### config.mk
export PLATFORM = sky130hd
export DESIGN_NAME = dsn_lif_array
export DESIGN_NICKNAME = d
export VERILOG_FILES = /design/src/rtl/dsn_lif_array.sv
export SDC_FILE = /design/constraint.sdc
export NUM_CORES = 1
export LEC_CHECK = 0
export ABC_AREA = 1
export CORE_AREA = 2 2 191 99
export CTS_BUF_LIST = sky130_fd_sc_hd__clkbuf_2 sky130_fd_sc_hd__clkbuf_4 sky130_fd_sc_hd__clkbuf_8
export CTS_CLUSTER_SIZE = 24
export DETAILED_ROUTE_END_ITERATION = 10
export DIE_AREA = 0 0 193 101
export PLACE_DENSITY_LB_ADDON = 0.1
export SLEW_MARGIN = 20
export SYNTH_ARGS = -nofsm -noshare
export SYNTH_HDL_FRONTEND = slang
export SYNTH_SLANG_ARGS = --single-unit
### constraint.sdc
create_clock -name clock -period 2.8 [get_ports clock]
set_clock_uncertainty 0.1 [all_clocks]
set_input_delay 0.56 -clock clock [delete_from_list [all_inputs] [get_ports clock]]
set_output_delay 0.56 -clock clock [all_outputs]
set_load 0.01 [all_outputs]
### src/rtl/dsn_lif_array.sv
// dsn_lif_array: time-multiplexed leaky integrate-and-fire neuron array.
// Define DSN_REFRACTORY_EN to build the per-neuron refractory counters.
module dsn_lif_array #(
    parameter int N_NEURONS = 4,
    parameter int VW        = 13,
    parameter int IW        = 8,
    parameter int CW        = 8,
    localparam int IDW      = (N_NEURONS > 1) ? $clog2(N_NEURONS) : 1
) (
    input  logic           clock,
    input  logic           reset,
    input  logic           in_valid,
    output logic           in_ready,
    input  logic [IDW-1:0] in_id,
    input  logic [IW-1:0]  in_vpre,
    input  logic [IW-1:0]  leak,
    input  logic [VW-1:0]  vth,
    input  logic [CW-1:0]  refrac,
    output logic           spike_valid,
    output logic [IDW-1:0] spike_id,
    output logic [VW-1:0]  spike_vfire,
    output logic [CW-1:0]  spike_count,
    output logic           evt_drop,
    output logic           id_err
);

    typedef enum logic [1:0] {
        IDLE,
        LEAK,
        INTEG,
        CMP
    } state_t;

    state_t state, state_n;

    logic           accept;
    logic           wb;
    logic           fire;
    logic           id_ok;
    logic           ref_busy;
    logic [2**IDW-1:0] id_map;

    logic [IDW-1:0] id_q;
    logic [IW-1:0]  vpre_q;
    logic [IW-1:0]  leak_q;
    logic [VW-1:0]  vth_q;
    logic [VW-1:0]  acc_q;
    logic           bad_q;

    logic [VW-1:0]  mem [N_NEURONS];
    logic [CW-1:0]  ivl [N_NEURONS];

    logic [VW-1:0]  mem_rd;
    logic [VW-1:0]  leak_ext;
    logic [VW-1:0]  v1;
    logic [VW-1:0]  v2;
    logic [VW:0]    sum;

`ifdef DSN_REFRACTORY_EN
    logic           drop;
    logic [CW-1:0]  refrac_q;
    logic [CW-1:0]  ref_cnt [N_NEURONS];
`else
    logic           unused_refrac;
`endif

    assign in_ready = (state == IDLE);

    // Map every encodable id to whether a neuron exists behind it
    always_comb begin
        id_map = '0;
        for (int i = 0; i < 2**IDW; i++) begin
            id_map[i] = (i < N_NEURONS);
        end
    end

    assign id_ok = id_map[in_id];

`ifdef DSN_REFRACTORY_EN
    assign ref_busy = (ref_cnt[id_q] != '0);
`else
    assign ref_busy      = 1'b0;
    assign unused_refrac = ^refrac;
    assign evt_drop      = 1'b0;
`endif

    // Event sequencer state register
    always_ff @(posedge clock) begin
        if (reset) begin
            state <= IDLE;
        end else begin
            state <= state_n;
        end
    end

    // Next state and per-cycle strobes for the event sequencer
    always_comb begin
        state_n = state;
        accept  = 1'b0;
        wb      = 1'b0;
        fire    = 1'b0;
`ifdef DSN_REFRACTORY_EN
        drop    = 1'b0;
`endif
        unique case (state)
            IDLE: begin
                if (in_valid) begin
                    accept  = 1'b1;
                    state_n = LEAK;
                end
            end
            LEAK: begin
                if (bad_q) begin
                    state_n = IDLE;
                end else if (ref_busy) begin
`ifdef DSN_REFRACTORY_EN
                    drop    = 1'b1;
`endif
                    state_n = IDLE;
                end else begin
                    state_n = INTEG;
                end
            end
            INTEG: begin
                state_n = CMP;
            end
            CMP: begin
                wb      = 1'b1;
                fire    = (acc_q >= vth_q);
                state_n = IDLE;
            end
            default: begin
                state_n = IDLE;
            end
        endcase
    end

    // Saturating leak (floor 0) and integrate (ceiling all-ones)
    always_comb begin
        mem_rd   = mem[id_q];
        leak_ext = VW'(leak_q);
        v1       = (mem_rd > leak_ext) ? (mem_rd - leak_ext) : '0;
        sum      = {1'b0, acc_q} + (VW+1)'(vpre_q);
        v2       = sum[VW] ? '1 : sum[VW-1:0];
    end

    // Latch the event and its run-time parameters at accept
    always_ff @(posedge clock) begin
        if (reset) begin
            id_q     <= '0;
            vpre_q   <= '0;
            leak_q   <= '0;
            vth_q    <= '0;
            bad_q    <= 1'b0;
`ifdef DSN_REFRACTORY_EN
            refrac_q <= '0;
`endif
        end else if (accept) begin
            id_q     <= in_id;
            vpre_q   <= in_vpre;
            leak_q   <= leak;
            vth_q    <= vth;
            bad_q    <= !id_ok;
`ifdef DSN_REFRACTORY_EN
            refrac_q <= refrac;
`endif
        end
    end

    // Working membrane value: v1 after LEAK, v2 after INTEG
    always_ff @(posedge clock) begin
        if (reset) begin
            acc_q <= '0;
        end else if (state == LEAK) begin
            acc_q <= v1;
        end else if (state == INTEG) begin
            acc_q <= v2;
        end
    end

    // Sticky flag for events aimed past the last neuron
    always_ff @(posedge clock) begin
        if (reset) begin
            id_err <= 1'b0;
        end else if (accept && !id_ok) begin
            id_err <= 1'b1;
        end
    end

    // One-cycle spike record, zeroed whenever no spike is issued
    always_ff @(posedge clock) begin
        if (reset) begin
            spike_valid <= 1'b0;
            spike_id    <= '0;
            spike_vfire <= '0;
            spike_count <= '0;
        end else begin
            spike_valid <= fire;
            spike_id    <= fire ? id_q : '0;
            spike_vfire <= fire ? acc_q : '0;
            spike_count <= fire ? ivl[id_q] : '0;
        end
    end

`ifdef DSN_REFRACTORY_EN
    // Drop pulse for events that hit a refractory neuron
    always_ff @(posedge clock) begin
        if (reset) begin
            evt_drop <= 1'b0;
        end else begin
            evt_drop <= drop;
        end
    end
`endif

    // Membrane writeback: cleared on fire, else holds v2
    always_ff @(posedge clock) begin
        if (reset) begin
            for (int i = 0; i < N_NEURONS; i++) begin
                mem[i] <= '0;
            end
        end else if (wb) begin
            mem[id_q] <= fire ? '0 : acc_q;
        end
    end

    // Inter-spike interval: free-running saturating count, cleared on fire
    always_ff @(posedge clock) begin
        for (int i = 0; i < N_NEURONS; i++) begin
            if (reset) begin
                ivl[i] <= '0;
            end else if (fire && (id_q == IDW'(i))) begin
                ivl[i] <= '0;
            end else if (ivl[i] != '1) begin
                ivl[i] <= ivl[i] + 1'b1;
            end
        end
    end

`ifdef DSN_REFRACTORY_EN
    // Refractory countdown, reloaded when the neuron fires
    always_ff @(posedge clock) begin
        for (int i = 0; i < N_NEURONS; i++) begin
            if (reset) begin
                ref_cnt[i] <= '0;
            end else if (fire && (id_q == IDW'(i))) begin
                ref_cnt[i] <= refrac_q;
            end else if (ref_cnt[i] != '0) begin
                ref_cnt[i] <= ref_cnt[i] - 1'b1;
            end
        end
    end
`endif

endmodule

==> metrics.txt <==
status completed; GPL Wtd Cong 0.8650; Pins Over Slew Limit 0; global route total overflow 0; Worst setup EP type flip-flop; Die Span X 193 um; Pwr Total 9.282 mW; Top-Level Pins 69; # DRC 0; Setup CP Type flip-flop to flip-flop; peak supply drop 0.4498 mV; mean post-synth cell area 8.559 um2; Setup Buffers After CTS 0; Fillers 1740; Mapped Area 7943 um2; Max Freq 0.3764 GHz; slowest cell delay on critical path 0.39 ns; Post-CTS Resized 0; worst hold margin ~0.36 ns; R2R depth 17; FF/Latch Area 3964 um2; Crit Path Max Fanout 14; clock slew at reported path FFs 0.09 ns; Async SR Flop Fraction 0%; cts hold-fix bufs 0; post-synth top area share 31.76%; vias after detailed routing 6446; count of state elements after synthesis 156; Final nets 1096; commonest non-fill, non-tap cell in the layout nor2_1; Slowest-stage cell, CP fa_1; row cnt 35; area of the multi-input gates 3452 um2; cell breakdown of the critical path buf_4 > a21oi_1 > a32o_2 > ha_1 > inv_1 > fa_1 > nand3_1 > nand2_1 > nand2_1 > nand2_1 > nor2_1 > nand2_1 > nand2_1 > nand3_1 > nand2_1 > nand3_1 > a21oi_1; Synth area leaders edfxtp_1 (32%), dfxtp_1 (18%), nor2_1 (7.0%); initial antenna violation count 0; P&R area growth vs syn 18.34%; commonest cells after routing, fill and taps aside nor2_1 (149), nand2_1 (143), inv_1 (108); # setup viols final 0; H-tree Lvls 4; Worst Hold End vth_q[2]; core region area around 18000 um2; router iterations before antenna repair 5; Overall Global Routing Usage 22.67%; Final Worst Setup Slack 0.1436 ns; port bufs 58; first-pass GRT wire length 32.84 mm; maximum root-to-sink buffer count 2; max_slew headroom 62.50%; Final period util a little over nine tenths; Post-synth EDFFs 84; Sink Count approximately 160; Worst setup SP type flip-flop; drt wl/cell 16.48 um; max-cap viol count 0; Static Leak 3.936 nW; DR iter-0 viols 397; Syn Inst Count 928; post-place setup slack 0.1573 ns; Synth warnings 0; R2R setup slack 0.14 ns; die area a little under 20000 um2; CP most frequent cell nand2_1; fin crit period 2.656 ns; Top delay family on crit path simple AND/OR/NAND/NOR gates; ys flop type edfxtp_1; largest net degree at the start of global routing a little over 40; critical path data required time around 3.1 ns; Area after DPL 8986 um2; diode count 0; Final ANT Viol Nets 0; cts bufs inserted 17; Crit path buffers/inverters 2; initial core utilization 44.24%; root buf cell clkbuf_8; layout cells sized above 1 roughly a tenth; critical register-to-register path endpoint acc_q[10]; post-route cell area 9399 um2; final hold vios 0; via/cell ratio ~5.1; vias in the first global route 6006; Synth area leader edfxtp_1; HPWL after DPL 15.91 mm; CTS tree done; die extent in y 101 um; RSZ-0062 raised after global routing true; Netlist cell types 38; Slew @ Worst Pin 0.5625 ns; Worst Path Arrival just under 3 ns; Post-Route WL approximately 21 mm; worst min-delay path startpoint vth_q[2]; worst skew pair latency 0.47 ns; Power Density 987.6 nW/um2; worst hold-check path type flip-flop to flip-flop; post-synthesis sequential area ratio about 50%; hold depth 2
## registers in the layout (all words and copies together), names as in the netlist, named ones only
name,cells
mem,52
ivl,32
acc_q,13
spike_vfire,13
vth_q,13
leak_q,8
spike_count,8
vpre_q,8
id_q,2
spike_id,2
state,2
spike_valid,1
## layer usage
layer  wire, um  part of all wire, %  GRT usage, %
met5          0                    0             0
met2       7622                   36         29.50
met3       1490                  7.1         4.386
met1      11570                   55         37.22
met4        213                  1.0         5.536
## cells by family (layout without fill, tap and decap cells)
logic type                 count (synthesis)  in the layout  share of synthesized area, %
xor gates and xnor gates                  38             38                         4.190
AOI/OAI and AO/OA                        161            161                         11.15
other                                      1              2                       0.04721
adders and majority gates                 39             39                         6.333
DFF                                      156            156                         49.91
and+or+nand+nor                          391            391                         21.17
buffers and inverters                    142            241                         7.199
## worst reg2reg max path, stage by stage (launching register included)
cell	delay, ns
dfxtp_1	0.35
buf_4	0.20
a21oi_1	0.14
a32o_2	0.19
ha_1	0.16
inv_1	0.05
fa_1	0.39
nand3_1	0.09
nand2_1	0.10
nand2_1	0.10
nand2_1	0.11
nor2_1	0.11
nand2_1	0.05
nand2_1	0.08
nand3_1	0.09
nand2_1	0.07
nand3_1	0.08
a21oi_1	0.13
## cell usage after synthesis (2+ instances only)
cell / n
nand4_1: 6
xor2_1: 24
clkbuf_1: 20
nand3_2: 3
dfxtp_1: 72
nor2_1: 149
buf_6: 3
a21o_1: 2
o21ai_0: 70
buf_2: 5
edfxtp_1: 84
nand2_2: 3
o21bai_1: 2
nand3_4: 2
nand2_4: 4
inv_1: 108
fa_1: 2
a21oi_1: 60
inv_2: 2
xnor2_1: 14
o22ai_1: 11
nand2_1: 144
buf_4: 2
nor3_1: 9
ha_1: 37
a221oi_1: 8
or2_1: 2
a21oi_2: 4
nor2_2: 5
nand3_1: 63
## where the power goes
part / switching, mW / internal (mW)
clock: 0.949 / 0.715
sequential: 0.277 / 2.89
combinational: 2.83 / 1.63
## per-stage QoR
| step | TNS, ns | instances | util, % |
|---|---|---|---|
| global route | -0.08459 | 1268 | 52.35 |
| global placement | 0 | 1236 | 50.05 |
| floorplan | 0 | 929 | - |
| finish | 0 | 1268 | 52.35 |
| CTS | 0 | 1268 | 52.13 |
| detailed placement | 0 | 1236 | 50.05 |
## area by class of cell
class                           instances  area share, %
Tap cell                              240          3.195
Clock inverter                         15          1.491
Timing Repair Buffer                   97          9.425
Clock buffer                           17          2.489
Inverter                              112          4.499
Multi-Input combinational cell        631          36.73
Sequential cell                       156          42.17
## how the worst max path moves through the flow
stage / startpoint / endpoint / depth (start not counted)
floorplan: state[0] / ivl[0][0] / 6
global placement: flip-flop / acc_q[11] / 14
detailed placement: flip-flop / acc_q[11] / 14
CTS: flip-flop / acc_q[10] / 17
global route: flip-flop / acc_q[10] / 17
finish: flip-flop / acc_q[10] / 17
Note: power is estimated with default switching activity, not from simulation.
==> RTL edit 1 (config.mk and constraints unchanged) <==
The 4 states of `state_t` get a one-hot encoding in 4 bits.
--- a/src/rtl/dsn_lif_array.sv
+++ b/src/rtl/dsn_lif_array.sv
@@ -25,9 +25,9 @@
 );
 
-    typedef enum logic [1:0] {
-        IDLE,
-        LEAK,
-        INTEG,
-        CMP
+    typedef enum logic [3:0] {
+        IDLE  = 4'b0001,
+        LEAK  = 4'b0010,
+        INTEG = 4'b0100,
+        CMP   = 4'b1000
     } state_t;
 
Check against the original RTL: no difference found for any inputs over 4 cycles, from zero or initial values and one cycle with reset high; so few cycles prove little.
==> RTL edit 1 against the original RTL <==
  * Area after synthesis up 2.3%
  * Cell area up 2.2%
  * Sequential cell count up 2
  * Via count up 4.1%
  * Global-route usage up 1.1 points
  * Worst setup slack better by 60 ps
  * Die area unchanged
  * Synthesized cell count up 3.9%
  * Wire length up 5.0%
  * Critical endpoint is now ivl[1][5]$_SDFFCE_PN0P_
  * Largest cell class unchanged
Power is not compared: it rests on default switching activity, and its combinational part moved more than twofold at a synthesized area within 25%.
==> RTL edit 1: results <==
{
  "route.met3.wl_mm": 1.62,
  "drive_gt1_share_pct": 10.5,
  "slowest_stage": "o21ai_1",
  "place_ws_ps": 132,
  "synth_commonest_cells": "nand2_1, nor2_1, inv_1",
  "wl_met2_mm": 8.14,
  "r2r_cells": 9,
  "yosysSeqAreaShare_pct": 49.3,
  "synth.area.top_cells": "edfxtp_1, dfxtp_1, nand2_1",
  "place_hpwl_mm": 16.2,
  "wl_per_cell_um": 16.9,
  "grtUsageMet3_pct": 4.94,
  "path_delay_family": "compound AO/OA/AOI/OAI gates",
  "drt_wl_total_mm": 21.9,
  "use_met1_pct": 38.9,
  "grt_usage_pct": 23.8,
  "avgSynthCellArea_um2": 8.43,
  "grt_pass1_wl_mm": 34.4,
  "grt_pass1_vias": 6109,
  "status": "finished clean",
  "grt_use_met2_pct": 30.6,
  "arrival_ps": 2640,
  "ys_types": 46,
  "fillCellCount": 1676,
  "gp_congestion": 0.889,
  "dp.cells": 1266,
  "finalNetCount": 1123
}
RTL edit 1: cell count changes after synthesis, moves of 4 or more:
| cell | before | now |
|---|---|---|
| nor2_1 | 149 | 139 |
| nand3b_1 | 0 | 4 |
| nand3_1 | 63 | 70 |
| xnor2_1 | 14 | 8 |
| nand3_2 | 3 | 8 |
| o21bai_1 | 2 | 7 |
| nand2_1 | 144 | 170 |
| o21ai_0 | 70 | 57 |
| ha_1 | 37 | 33 |
| nand2_2 | 3 | 7 |
| nand4_1 | 6 | 13 |
| o21ai_1 | 1 | 7 |
RTL edit 1: worst paths after layout:
check / to / slack (ps) / start
min: vth_q[4]$_SDFFE_PP0P_ / 370 / vth_q[4]$_SDFFE_PP0P_
max: ivl[1][5]$_SDFFCE_PN0P_ / 200 / vth_q[12]$_SDFFE_PP0P_
max reg2reg: ivl[1][5]$_SDFFCE_PN0P_ / 200 / vth_q[12]$_SDFFE_PP0P_
min reg2reg: vth_q[4]$_SDFFE_PP0P_ / 370 / vth_q[4]$_SDFFE_PP0P_
RTL edit 1: kinds of logic after synthesis:
logic type / Yosys count / share of synthesized area (%)
AO/OA/AOI/OAI: 156 / 10.7
XOR/XNOR: 31 / 3.34
adder cells (fa/ha/maj): 35 / 5.58
buffers and inverters: 151 / 7.81
flip-flops: 158 / 49.3
other: 1 / 0.0462
AND/OR/NAND/NOR: 432 / 23.2
RTL edit 1: layout make-up:
class,instances,share of cell area [%]
flip-flops and latches,158,41.7
multi-input cells,656,36.6
repair buffers,98,9.74
inverters,115,4.57
well taps,240,3.13
clock buffers,24,3.11
clock inverters,8,1.11
RTL edit 1: tightest hold or removal path: stages, from the launching register on:
cell and delay [ps]:
dfxtp_1 300, inv_1 60, a21oi_1 60
==> RTL edit 2 (config.mk and constraints unchanged) <==
Without the edit above. The option `DSN_REFRACTORY_EN` is turned on by a define.
--- a/src/rtl/dsn_lif_array.sv
+++ b/src/rtl/dsn_lif_array.sv
@@ -1,4 +1,6 @@
 // dsn_lif_array: time-multiplexed leaky integrate-and-fire neuron array.
 // Define DSN_REFRACTORY_EN to build the per-neuron refractory counters.
+`define DSN_REFRACTORY_EN
+
 module dsn_lif_array #(
     parameter int N_NEURONS = 4,
Formal check against the unedited RTL: not equivalent (Yosys sat finds a counterexample within 10 cycles, from zero or initial values and one cycle with reset high).
==> RTL edit 2 against the original RTL <==
  * Cell area rose by 26%
  * First-iteration DRC count is 110% higher
  * Count of clock-buffer cells in the layout grew 1
  * Maximum frequency is 1.2% higher
  * Wire length increased by 28%
  * Area after synthesis up 31%
  * Highest routed layer unchanged
  * Non-clock buffer count rose by 6
  * Sequential share of layout area up 0.90 points
  * Worst setup slack better by 31 ps
  * Total power rose by 10%
  * Critical endpoint is now acc_q[9]$_SDFFE_PP0P_
  * Sequential cell count increased by 41
==> RTL edit 2: results <==
{
  "yosysSeqAreaShare_pct": 49.2,
  "status": "finished clean",
  "total_power_mw": 10.3,
  "arrival_ps": 2910,
  "dr.first_iter.drc_count": 824,
  "p_seq_mw": 4.17,
  "ir_drop_v": 0.000469,
  "min_delay_worst_endpoint": "leak_q[6]$_SDFFE_PP0P_",
  "vias_per_cell": 5.56,
  "r2r_cells": 13,
  "p_leak_nw": 5.04,
  "grt_pass1_wl_mm": 41.8,
  "grt_max_degree": 50,
  "numPortBuffers": 67,
  "dp.cells": 1498,
  "slowest_delay_ps": 350,
  "grt_usage_pct": 28.5,
  "comb-power_mw": 4.15,
  "rrSetupSlack_ps": 170,
  "grt_pass1_vias": 7731,
  "cts.clk_slew.worst_paths_ps": 110,
  "synth.area.top_cells": "edfxtp_1, dfxtp_1, nand2_1",
  "p_switching_mw": 4.12,
  "grt_use_met2_pct": 37.3,
  "drt_wl_total_mm": 26.8,
  "drive_gt1_share_pct": 9.69,
  "synth_edf_count": 116,
  "crit_fanout": 12,
  "ys_types": 48,
  "synth_commonest_cells": "nand2_1, nor2_1, inv_1",
  "holdCritStartpoint": "leak_q[6]$_SDFFE_PP0P_",
  "use_met1_pct": 45.8,
  "place_ws_ps": 173,
  "grtUsageMet3_pct": 7.59,
  "whs_ps": 376
}
==> RTL edit 2: changes by cell type after synthesis, moves of 9 or more <==
cell,change
xor2_1,+10
nand2_1,+39
edfxtp_1,+32
inv_1,+24
o21ai_0,+17
nand3_1,+35
dfxtp_1,+9
nand4_1,+11
==> RTL edit 2: how the worst max path moves through the flow <==
stage | cells past startpoint | to | slack [ps] | startpoint
after global placement | 8 | ref_cnt[0][0]$_DFFE_PP_ | 220 | acc_q[1]$_SDFFE_PP0P_
after global routing | 17 | acc_q[10]$_SDFFE_PP0P_ | -60 | flip-flop
after floorplan | 6 | ivl[3][0]$_SDFFCE_PN0P_ | 6 | flip-flop
final | 13 | acc_q[9]$_SDFFE_PP0P_ | 170 | flip-flop
after CTS | 13 | acc_q[9]$_SDFFE_PP0P_ | 150 | flip-flop
after detailed placement | 9 | ref_cnt[0][0]$_DFFE_PP_ | 170 | vth_q[4]$_SDFFE_PP0P_
==> RTL edit 2: layer usage <==
layer | part of all wire, % | vias to the layer above
met1 | 50 | 3931
met3 | 11 | 28
met2 | 38 | 380
met5 | 0 | -
met4 | 1.1 | 0
li1 | - | 4171
==> RTL edit 2: final cells by class <==
cell class / instances / area [um^2]
fillers: 1523 / 6100
flip-flops and latches: 197 / 5110
multi-input cells: 815 / 4530
repair buffers: 103 / 978
inverters: 143 / 537
well taps: 240 / 300
clock buffers: 18 / 241
clock inverters: 14 / 163
==> RTL edit 2: logic make-up after synthesis <==
family / count (synthesis) / share of synthesized area, %
AO/OA/AOI/OAI: 209 / 11.3
XOR/XNOR: 53 / 4.48
adder cells (fa/ha/maj): 47 / 5.82
buffers and inverters: 181 / 7.19
flip-flops: 197 / 49.2
other: 1 / 0.0362
AND/OR/NAND/NOR: 505 / 22.0
